## src/rtl/sd_boot_pkg.sv

```systemverilog
// Shared types and SD register map for the boot sequencer that copies SD
// sectors into RAM.
package sd_boot_pkg;

    typedef enum logic [3:0] {
        ST_IDLE,
        ST_CLR_DONE,
        ST_WAIT_IDLE,
        ST_SET_ADDR,
        ST_START,
        ST_WAIT_DONE,
        ST_SET_PAGE,
        ST_XFER,
        ST_NEXT,
        ST_DONE,
        ST_ERROR
    } state_t;

    localparam logic [7:0] ADDR0  = 8'h00;
    localparam logic [7:0] BUSY   = 8'h04;
    localparam logic [7:0] RSTART = 8'h05;
    localparam logic [7:0] PAGE   = 8'h07;
    localparam logic [7:0] DONE   = 8'h0A;
    localparam logic [7:0] BUF    = 8'h80;

    localparam int PAGES      = 4;
    localparam int PAGE_BYTES = 128;

endpackage

```

## src/rtl/sd_boot_loader.sv

```systemverilog
// Drives the SD interface register bus to copy a run of sectors into RAM.
// Bus outputs are registered and describe the access of the current state.
module sd_boot_loader
    import sd_boot_pkg::*;
#(
    parameter logic [31:0] SECTOR_START   = 32'd0,
    parameter logic [7:0]  SECTOR_COUNT   = 8'd16,
    parameter logic [15:0] LOAD_ADDR      = 16'h0200,
    parameter logic [23:0] TIMEOUT_CYCLES = 24'd10_000_000
) (
    input  logic        clk_i,
    input  logic        rst_i,
    input  logic        start_i,
    output logic        busy_o,
    output logic        done_o,
    output logic        error_o,
    output logic        sd_cs_o,
    output logic        sd_rw_n_o,
    output logic [7:0]  sd_addr_o,
    output logic [7:0]  sd_wdata_o,
    input  logic [7:0]  sd_rdata_i,
    output logic [15:0] mem_addr_o,
    output logic [7:0]  mem_data_o,
    output logic        mem_we_o
);

    localparam logic [1:0]  LAST_PAGE = 2'(PAGES - 1);
    localparam logic [6:0]  LAST_IDX  = 7'(PAGE_BYTES - 1);
    localparam logic [23:0] TMO_LAST  = TIMEOUT_CYCLES - 24'd1;

    state_t      state_reg;
    logic [31:0] sect_reg;
    logic [7:0]  remaining_reg;
    logic [15:0] maddr_reg;
    logic [1:0]  page_reg;
    logic [6:0]  idx_reg;
    logic [23:0] tmo_reg;
    logic        busy_reg, done_reg, error_reg;
    logic        cs_reg, rw_n_reg, we_reg;
    logic [7:0]  addr_reg, wdata_reg;

    always_ff @(posedge clk_i) begin
        if (rst_i) begin
            state_reg     <= ST_IDLE;
            sect_reg      <= '0;
            remaining_reg <= '0;
            maddr_reg     <= '0;
            page_reg      <= '0;
            idx_reg       <= '0;
            tmo_reg       <= '0;
            busy_reg      <= 1'b0;
            done_reg      <= 1'b0;
            error_reg     <= 1'b0;
            cs_reg        <= 1'b0;
            rw_n_reg      <= 1'b1;
            we_reg        <= 1'b0;
            addr_reg      <= '0;
            wdata_reg     <= '0;
        end else begin
            // Idle bus unless the next state issues an access below.
            cs_reg    <= 1'b0;
            rw_n_reg  <= 1'b1;
            we_reg    <= 1'b0;
            wdata_reg <= '0;
            case (state_reg)
                ST_IDLE: begin
                    if (start_i) begin
                        sect_reg      <= SECTOR_START;
                        remaining_reg <= SECTOR_COUNT;
                        maddr_reg     <= LOAD_ADDR;
                        page_reg      <= '0;
                        idx_reg       <= '0;
                        tmo_reg       <= '0;
                        error_reg     <= 1'b0;
                        if (SECTOR_COUNT == 8'd0) begin
                            state_reg <= ST_DONE;
                            done_reg  <= 1'b1;
                        end else begin
                            state_reg <= ST_CLR_DONE;
                            done_reg  <= 1'b0;
                            busy_reg  <= 1'b1;
                            cs_reg    <= 1'b1;
                            addr_reg  <= DONE;
                        end
                    end
                end
                ST_CLR_DONE: begin
                    state_reg <= ST_WAIT_IDLE;
                    tmo_reg   <= '0;
                    cs_reg    <= 1'b1;
                    addr_reg  <= BUSY;
                end
                ST_WAIT_IDLE: begin
                    if (!sd_rdata_i[0]) begin
                        state_reg <= ST_SET_ADDR;
                        idx_reg   <= '0;
                        cs_reg    <= 1'b1;
                        rw_n_reg  <= 1'b0;
                        addr_reg  <= ADDR0;
                        wdata_reg <= sect_reg[7:0];
                    end else if (tmo_reg == TMO_LAST) begin
                        state_reg <= ST_ERROR;
                        error_reg <= 1'b1;
                        busy_reg  <= 1'b0;
                    end else begin
                        tmo_reg  <= tmo_reg + 24'd1;
                        cs_reg   <= 1'b1;
                        addr_reg <= BUSY;
                    end
                end
                ST_SET_ADDR: begin
                    cs_reg   <= 1'b1;
                    rw_n_reg <= 1'b0;
                    if (idx_reg[1:0] == 2'd3) begin
                        state_reg <= ST_START;
                        addr_reg  <= RSTART;
                    end else begin
                        idx_reg   <= idx_reg + 7'd1;
                        addr_reg  <= ADDR0 + {6'd0, idx_reg[1:0] + 2'd1};
                        wdata_reg <= sect_reg[{idx_reg[1:0] + 2'd1, 3'b000} +: 8];
                    end
                end
                ST_START: begin
                    state_reg <= ST_WAIT_DONE;
                    tmo_reg   <= '0;
                    cs_reg    <= 1'b1;
                    addr_reg  <= DONE;
                end
                ST_WAIT_DONE: begin
                    if (sd_rdata_i[0]) begin
                        state_reg <= ST_SET_PAGE;
                        page_reg  <= '0;
                        cs_reg    <= 1'b1;
                        rw_n_reg  <= 1'b0;
                        addr_reg  <= PAGE;
                    end else if (tmo_reg == TMO_LAST) begin
                        state_reg <= ST_ERROR;
                        error_reg <= 1'b1;
                        busy_reg  <= 1'b0;
                    end else begin
                        tmo_reg  <= tmo_reg + 24'd1;
                        cs_reg   <= 1'b1;
                        addr_reg <= DONE;
                    end
                end
                ST_SET_PAGE: begin
                    state_reg <= ST_XFER;
                    idx_reg   <= '0;
                    cs_reg    <= 1'b1;
                    addr_reg  <= BUF;
                    we_reg    <= 1'b1;
                end
                ST_XFER: begin
                    // maddr_reg is the address of the byte written this cycle.
                    maddr_reg <= maddr_reg + 16'd1;
                    if (idx_reg == LAST_IDX) begin
                        if (page_reg != LAST_PAGE) begin
                            state_reg <= ST_SET_PAGE;
                            page_reg  <= page_reg + 2'd1;
                            cs_reg    <= 1'b1;
                            rw_n_reg  <= 1'b0;
                            addr_reg  <= PAGE;
                            wdata_reg <= {6'd0, page_reg + 2'd1};
                        end else begin
                            state_reg <= ST_NEXT;
                        end
                    end else begin
                        idx_reg  <= idx_reg + 7'd1;
                        cs_reg   <= 1'b1;
                        addr_reg <= BUF | {1'b0, idx_reg + 7'd1};
                        we_reg   <= 1'b1;
                    end
                end
                ST_NEXT: begin
                    sect_reg      <= sect_reg + 32'd1;
                    remaining_reg <= remaining_reg - 8'd1;
                    if (remaining_reg == 8'd1) begin
                        state_reg <= ST_DONE;
                        done_reg  <= 1'b1;
                        busy_reg  <= 1'b0;
                    end else begin
                        state_reg <= ST_CLR_DONE;
                        cs_reg    <= 1'b1;
                        addr_reg  <= DONE;
                    end
                end
                ST_DONE:  state_reg <= ST_IDLE;
                ST_ERROR: state_reg <= ST_IDLE;
                default:  state_reg <= ST_IDLE;
            endcase
        end
    end

    assign busy_o     = busy_reg;
    assign done_o     = done_reg;
    assign error_o    = error_reg;
    assign sd_cs_o    = cs_reg;
    assign sd_rw_n_o  = rw_n_reg;
    assign sd_addr_o  = addr_reg;
    assign sd_wdata_o = wdata_reg;
    assign mem_we_o   = we_reg;
    assign mem_addr_o = maddr_reg;
    // The SD buffer presents data in the same cycle as its address.
    assign mem_data_o = we_reg ? sd_rdata_i : 8'h00;

endmodule

```

## config.mk

```make
export PLATFORM = sky130hd
export DESIGN_NAME = sd_boot_loader
export DESIGN_NICKNAME = d
export VERILOG_FILES = /design/src/rtl/sd_boot_pkg.sv /design/src/rtl/sd_boot_loader.sv
export SDC_FILE = /design/constraint.sdc
export NUM_CORES = 1
export LEC_CHECK = 0
export BUFFER_PORTS_ARGS = -buffer_cell sky130_fd_sc_hd__buf_4
export CAP_MARGIN = 40
export CORE_MARGIN = 5
export CORE_UTILIZATION = 54
export CTS_CLUSTER_SIZE = 30
export DETAILED_ROUTE_END_ITERATION = 16
export GPL_ROUTABILITY_DRIVEN = 1
export GPL_TIMING_DRIVEN = 0
export PLACE_DENSITY = 0.82
export SYNTH_ARGS = -nofsm -noshare
export SYNTH_HDL_FRONTEND = slang
export SYNTH_SLANG_ARGS = --single-unit
```

## constraint.sdc

```tcl
create_clock -name clk_i -period 2.2 [get_ports clk_i]
set_input_delay 0.33 -clock clk_i [delete_from_list [all_inputs] [get_ports clk_i]]
set_output_delay 0.33 -clock clk_i [all_outputs]
set_load 0.01 [all_outputs]
```

==> impl_metrics.env, run 1 <==
export IMPL_yosysTopAreaCellShare=0.3715
export IMPL_finalSetupViolCount=10
export IMPL_avgSynthCellArea_um2=8.187
export IMPL_tritoncts="yes"
export IMPL_synthFlopType="dfxtp_1"
export IMPL_die_w_um=117.1
export IMPL_async_flop_share=0
export IMPL_p_leak_nw=3.030
export IMPL_reg2reg_depth=5
export IMPL_hold_depth=2
export IMPL_htreeDepth=4
export IMPL_synth_seq_cells=115
export IMPL_nFillCells=782
export IMPL_pin_count=57
export IMPL_drive_gt1_frac=0.2789
export IMPL_grt_pass1_vias=6392
export IMPL_power_density_nw_per_um2=752.7
export IMPL_gr_total_overflow=0
export IMPL_worst_setup_path_type="flop to flop"
export IMPL_synth_warnings=0
export IMPL_syn_inst=757
export IMPL_grt_start_max_net_pins=17
export IMPL_maxCapViolCount=0
export IMPL_grt_pass1_wl_um=31640
export IMPL_hold_end="page_reg[1]"
export IMPL_globalplace_congestion=0.9332
export IMPL_antenna_found_initial=0
export IMPL_wl_um=20750
export IMPL_final_min_clock_period_ns=2.307
export IMPL_r2r_end="sect_reg[21]"
export IMPL_final_setup_tns_ns=-0.6785
export IMPL_clkTransAtPathRegs_ns=0.05
export IMPL_dpl_hpwl_um=13230
export IMPL_status="finished, violations left"
export IMPL_layoutNonFillerInstCount=1025
export IMPL_crit_chain="or4b_4, or3_4, or3b_4, or4_4, a21oi_2"
export IMPL_power_mw=6.197
export IMPL_die_area_um2=13720
export IMPL_worstReg2RegStart="state_reg[1]"
export IMPL_drtAntennaViolNets=0
export IMPL_hold_viol_final=0
export IMPL_ys_top_cells_by_area="dfxtp_1, a21oi_1, nand2_1"
export IMPL_clock_root_buffer="clkbuf_16"
export IMPL_yosysUniqueCellTypes=64
export IMPL_placed_cells=956
export IMPL_finClkSkew_ns=0.008300
export IMPL_netlist_area_um2=6197
export IMPL_via_per_inst=6.827
export IMPL_cp_slowest_stage_delay_ns=0.55
export IMPL_core_area_um2=11320
export IMPL_drt_iter0_markers=785
export IMPL_synth_edff_count=0
export IMPL_startpoint_type="flop"
export IMPL_post_route_period_util=1.049
export IMPL_irDropWorstVdd_v=0.0005992
export IMPL_rsz0062_at_grt="true"
export IMPL_path_buf_inv=0
export IMPL_critPathSlowestCell="or4b_4"
export IMPL_synth_seq_area_share=0.3715
export IMPL_dr_pass1_iters=5
export IMPL_endpoint_kind="flop"
export IMPL_portBuffers=54
export IMPL_syn_nets=776
export IMPL_cts_buffer_depth=2
export IMPL_cp_max_fo=6
export IMPL_fin_nets=889
export IMPL_hold_start="page_reg[1]"
export IMPL_syn2layout_area_growth_pct=32.85
export IMPL_insertion_delay_ns=0.42
export IMPL_cp_required_ns=2.55
export IMPL_drc=0
export IMPL_violations="negative setup slack"
export IMPL_via_count=6998
export IMPL_largest_reg_flops=32
export IMPL_initial_core_util=0.5474
export IMPL_rows=39
export IMPL_synth_top_area_cell="dfxtp_1"
export IMPL_maxSlewViolCount=0
export IMPL_grtUsageTotal=0.2906
export IMPL_cp_arrival_ns=2.66
export IMPL_fmax_ghz=0.4334
export IMPL_num_antenna_cells=0
export IMPL_path_delay_family="simple AND/OR/NAND/NOR gates"
export IMPL_relSlewSlack=0.4726
export IMPL_reg2reg_setup_slack_ns=-0.11
export IMPL_worst_pin_slew_ns=0.7910
export IMPL_setup_ws_ns=-0.1073
export IMPL_cts_buffers=17
export IMPL_post_route_util=0.7272
export IMPL_dieHeight_um=117.1
export IMPL_clock_sinks=115
export IMPL_hold_path_class="flop to flop"
export IMPL_wl_per_cell_um=20.24
## report_power, final
| group | internal (mW) | total (mW) | leakage (nW) | switching, mW |
|---|---|---|---|---|
| clock network | 1.71 | 2.68 | 0.278 | 0.970 |
| registers | 2.13 | 2.18 | 0.935 | 0.0421 |
| logic | 0.554 | 1.34 | 1.82 | 0.791 |
| total | 4.39 | 6.20 | 3.03 | 1.80 |
## logic make-up after synthesis
kind of cell,Yosys count,synth area share
and+or+nand+nor,339,0.3073
AOI/OAI and AO/OA,202,0.2049
DFF,115,0.3715
buffers and inverters,66,0.04038
muxes,19,0.04846
xor gates and xnor gates,8,0.01131
adders and majority gates,8,0.01615
## routing by layer
layer  track usage  vias to the layer above  part of all wire
li1              -                     3113                 -
met1        0.3651                     3301              0.37
met2        0.4797                      486              0.48
met3       0.06324                       98              0.11
met4        0.1292                        0             0.039
met5             0                        -                 0
## worst max-delay path by stage
stage	cells past startpoint	slack, ns	start	to
2_1_floorplan	6	-0.08	state_reg[0]	sect_reg[21]
3_3_place_gp	7	-0.54	state_reg[1]	sd_wdata_o[0]
3_5_place_dp	7	-0.63	tmo_reg[13]	tmo_reg[2]
4_1_cts	5	-0.15	state_reg[1]	sect_reg[21]
6_report	5	-0.11	state_reg[1]	sect_reg[21]
5_1_grt	5	-0.15	state_reg[1]	sect_reg[21]
## what timing repair did
item / CTS / global route
resized for setup: 75 / 71
buffers inserted: 22 / 21
endpoints found under the setup margin: 103 / 84
pin swaps: 27 / 26
hold endpoints to repair: 0 / 0
hold buffers: 0 / 0
gates cloned: 0 / 1
## area by class of cell
type | instances | area, um^2 | area share
buffer | 44 | 276.5 | 0.03359
clock buffer | 21 | 460.4 | 0.05593
clock inverter | 10 | 108.9 | 0.01322
inverter | 16 | 60.06 | 0.007295
multi-input combinational | 576 | 4015 | 0.4877
sequential | 115 | 2328 | 0.2828
tap | 143 | 178.9 | 0.02173
timing repair buffer | 100 | 804.5 | 0.09772
## stage by stage
stage | hold slack, ns | setup slack (ns) | cell area (um^2)
2_1_floorplan | 0.4356 | -0.07811 | 6218
3_3_place_gp | 0.4445 | -0.5371 | 6803
3_5_place_dp | 0.4629 | -0.6332 | 6818
4_1_cts | 0.4334 | -0.1473 | 7800
5_1_grt | 0.4904 | -0.1533 | 8233
6_report | 0.4784 | -0.1073 | 8233
## cell usage after synthesis, types with 3 or more instances
cell type,n
xor2_1,4
or3_1,22
clkbuf_1,41
nor2_1,54
nand2b_1,5
dfxtp_1,115
buf_1,7
inv_1,15
nand3b_1,6
or2_2,5
nand4_1,28
o31ai_1,12
xnor2_1,4
a311oi_1,6
o21ai_0,35
nor2b_1,7
ha_1,8
mux2i_1,3
a21oi_1,78
a211oi_1,4
o22ai_1,3
mux2_2,8
mux4_2,8
o21a_1,3
o211ai_1,17
o31a_1,3
a22oi_1,9
nor4b_1,3
a31o_2,6
nor4_1,15
and3_1,19
o311ai_0,5
or4b_2,4
nand3_1,31
and4_1,5
o211a_1,5
nand2_1,62
or4_1,21
and2_1,19
nor3_1,16
a31oi_1,7
## worst register-to-register path, cell delays in order, from the launching register on
cell	delay, ns
dfxtp_2	0.32
or4b_4	0.55
or3_4	0.38
or3b_4	0.44
or4_4	0.44
a21oi_2	0.12
## placed cells by master (no fill, tap or decap), types with 8 or more instances in the layout
cell type  instances
and3_1            18
clkbuf_16         18
mux4_2             8
nor3_1            13
o211ai_1          17
clkbuf_1          16
dfxtp_1          104
buf_4             93
a21oi_1           71
a22oi_1            9
or3_1             19
nor4_1             9
nand3_1           29
and2_1            18
inv_1             15
o21ai_0           33
or4_1             19
o31ai_1           12
nand2_1           59
nor2_1            54
nand4_1           28
(Power assumes the default switching activity.)
==> run 2: changes to the inputs <==
--- a/config.mk
+++ b/config.mk
@@ -14,6 +14,7 @@
 export GPL_ROUTABILITY_DRIVEN = 1
 export GPL_TIMING_DRIVEN = 0
 export PLACE_DENSITY = 0.82
+export SKIP_LAST_GASP = 1
 export SYNTH_ARGS = -nofsm -noshare
 export SYNTH_HDL_FRONTEND = slang
 export SYNTH_SLANG_ARGS = --single-unit
==> run 2 against run 1 <==
The run still ends with negative setup slack left. Clock skew down 0.00066 ns. Clock power about the same. Non-clock buffer count down 7. Sequential cell count unchanged. Die area unchanged. Design area down 1.5%. Hold slack worse by 0.0035 ns. Global-route usage down 0.075 points. Routed wire length down 0.80%. Largest cell class unchanged. Highest routed layer unchanged.
==> impl_metrics.env, run 2 (synthesis gave the netlist of run 1 again) <==
export IMPL_status="finished, violations left"
export IMPL_violations="negative setup slack"
export IMPL_post_route_period_util=1.057
export IMPL_die_area_um2=13720
export IMPL_worst_pin_slew_ns=0.7333
export IMPL_dpl_hpwl_um=13230
export IMPL_endpoint_kind="flop"
export IMPL_layout_common_cells="dfxtp_1, buf_4, a21oi_1"
export IMPL_clkTransAtPathRegs_ns=0.05
export IMPL_fmax_ghz=0.4301
export IMPL_hold_depth=2
export IMPL_placed_cells=956
export IMPL_initial_core_util=0.5474
export IMPL_gr_total_overflow=0
export IMPL_reg2reg_setup_slack_ns=-0.12
export IMPL_startpoint_type="flop"
export IMPL_place_ws_ns=-0.6332
export IMPL_worst_setup_path_type="flop to flop"
export IMPL_globalplace_congestion=0.9332
export IMPL_portBuffers=54
export IMPL_hold_path_class="flop to flop"
export IMPL_p_leak_nw=2.984
export IMPL_tritoncts="yes"
export IMPL_hold_viol_final=0
export IMPL_clock_sinks=115
export IMPL_layout_commonest_cell="dfxtp_1"
export IMPL_clock_root_buffer="clkbuf_16"
export IMPL_irDropWorstVdd_v=0.0005573
export IMPL_final_setup_tns_ns=-0.8360
export IMPL_cp_max_fo=6
export IMPL_via_count=6808
export IMPL_wl_um=20580
export IMPL_cp_required_ns=2.51
export IMPL_fin_nets=882
export IMPL_grt_start_max_net_pins=17
export IMPL_hold_start="page_reg[1]"
export IMPL_core_area_um2=11320
export IMPL_drtAntennaViolNets=0
export IMPL_wl_per_cell_um=20.22
export IMPL_hold_end="page_reg[1]"
export IMPL_insertion_delay_ns=0.42
export IMPL_reg2reg_depth=9
export IMPL_final_min_clock_period_ns=2.325
export IMPL_syn2layout_area_growth_pct=30.89
export IMPL_cp_arrival_ns=2.64
export IMPL_setup_ws_ns=-0.1249
export IMPL_finalSetupViolCount=15
export IMPL_worstReg2RegStart="state_reg[1]"
export IMPL_layoutNonFillerInstCount=1018
export IMPL_die_w_um=117.1
export IMPL_grt_pass1_wl_um=31590
export IMPL_maxSlewViolCount=0
export IMPL_antenna_found_initial=0
export IMPL_drive_gt1_frac=0.2686
export IMPL_dr_pass1_iters=5
export IMPL_maxCapViolCount=0
export IMPL_rows=39
export IMPL_grt_pass1_vias=6392
export IMPL_grtUsageTotal=0.2898
export IMPL_dieHeight_um=117.1
export IMPL_whs_ns=0.4749
export IMPL_largest_reg_flops=32
export IMPL_pin_count=57
export IMPL_num_antenna_cells=0
export IMPL_cts_buffer_depth=2
export IMPL_via_per_inst=6.688
export IMPL_power_density_nw_per_um2=761.6
export IMPL_htreeDepth=4
export IMPL_cts_buffers=17
export IMPL_r2r_end="sd_addr_o[2]"
export IMPL_drt_iter0_markers=633
export IMPL_relSlewSlack=0.5067
export IMPL_drc=0
export IMPL_rsz0062_at_grt="true"
export IMPL_finClkSkew_ns=0.007638
-- run 2: changes by cell type in the layout (fill, tap and decap cells not counted), moves of 2 or more --
| cell | previous run | this run |
|---|---|---|
| o21ai_1 | 1 | 3 |
| buf_6 | 7 | 5 |
| buf_4 | 93 | 91 |
| a21oi_2 | 7 | 5 |
| o21ai_0 | 33 | 31 |
| a21oi_1 | 71 | 73 |
| clkbuf_2 | 7 | 10 |
| buf_2 | 6 | 4 |
-- run 2: worst max-delay path: stages (launching register included) --
cell and delay (ns):
dfxtp_2 0.32, buf_4 0.15, buf_12 0.13, nor4b_4 0.34
buf_4 0.20, nand4_1 0.28, o211ai_1 0.28, buf_4 0.22
nor4_1 0.07, a31o_2 0.23
-- run 2: layer usage --
| layer | up-vias | wire, um | part of all wire | track usage |
|---|---|---|---|---|
| met5 | - | 0 | 0 | 0 |
| met4 | 0 | 686 | 0.033 | 0.1261 |
| met3 | 77 | 1955 | 0.095 | 0.06478 |
| met2 | 401 | 10080 | 0.49 | 0.4801 |
| met1 | 3237 | 7862 | 0.38 | 0.3629 |
| li1 | 3093 | - | - | - |
-- run 2: how the worst max path moves through the flow --
stage	slack, ns	start	cells past startpoint	endpoint
6_report	-0.12	state_reg[1]	9	sd_addr_o[2]
5_1_grt	-0.15	state_reg[1]	5	sect_reg[21]
4_1_cts	-0.15	state_reg[1]	5	sect_reg[21]
3_5_place_dp	-0.63	tmo_reg[13]	7	tmo_reg[2]
3_3_place_gp	-0.54	state_reg[1]	7	sd_wdata_o[0]
2_1_floorplan	-0.08	state_reg[0]	6	sect_reg[21]
-- run 2: final cells by class --
cell class | instances | area (um^2)
clock buffer | 21 | 460.4
inverter | 16 | 60.06
buffer | 44 | 269.0
tap | 143 | 178.9
clock inverter | 10 | 108.9
multi-input combinational | 576 | 3986
timing repair buffer | 93 | 723.2
sequential | 115 | 2325
fill | 817 | 3209
-- run 2: what timing repair did --
action	in CTS	in global routing
pin swaps	23	23
endpoints found under the hold margin	0	0
gates resized for setup	65	75
cloned	0	1
setup endpoints to repair	103	88
hold buffers	0	0
buffers inserted	22	14
-- run 2: stage by stage --
stage               utilization  power, mW  instance area (um^2)
finish                   0.7165      6.177                  8112
global route             0.7165      6.359                  8112
CTS                      0.6857      5.926                  7762
detailed placement       0.6022      3.134                  6818
global placement         0.6009      3.104                  6803
floorplan                     -      2.823                  6218
-- run 2: report_power, final --
group | switching (mW) | internal, mW
clock network | 0.977 | 1.71
logic | 0.790 | 0.529
registers | 0.0408 | 2.13
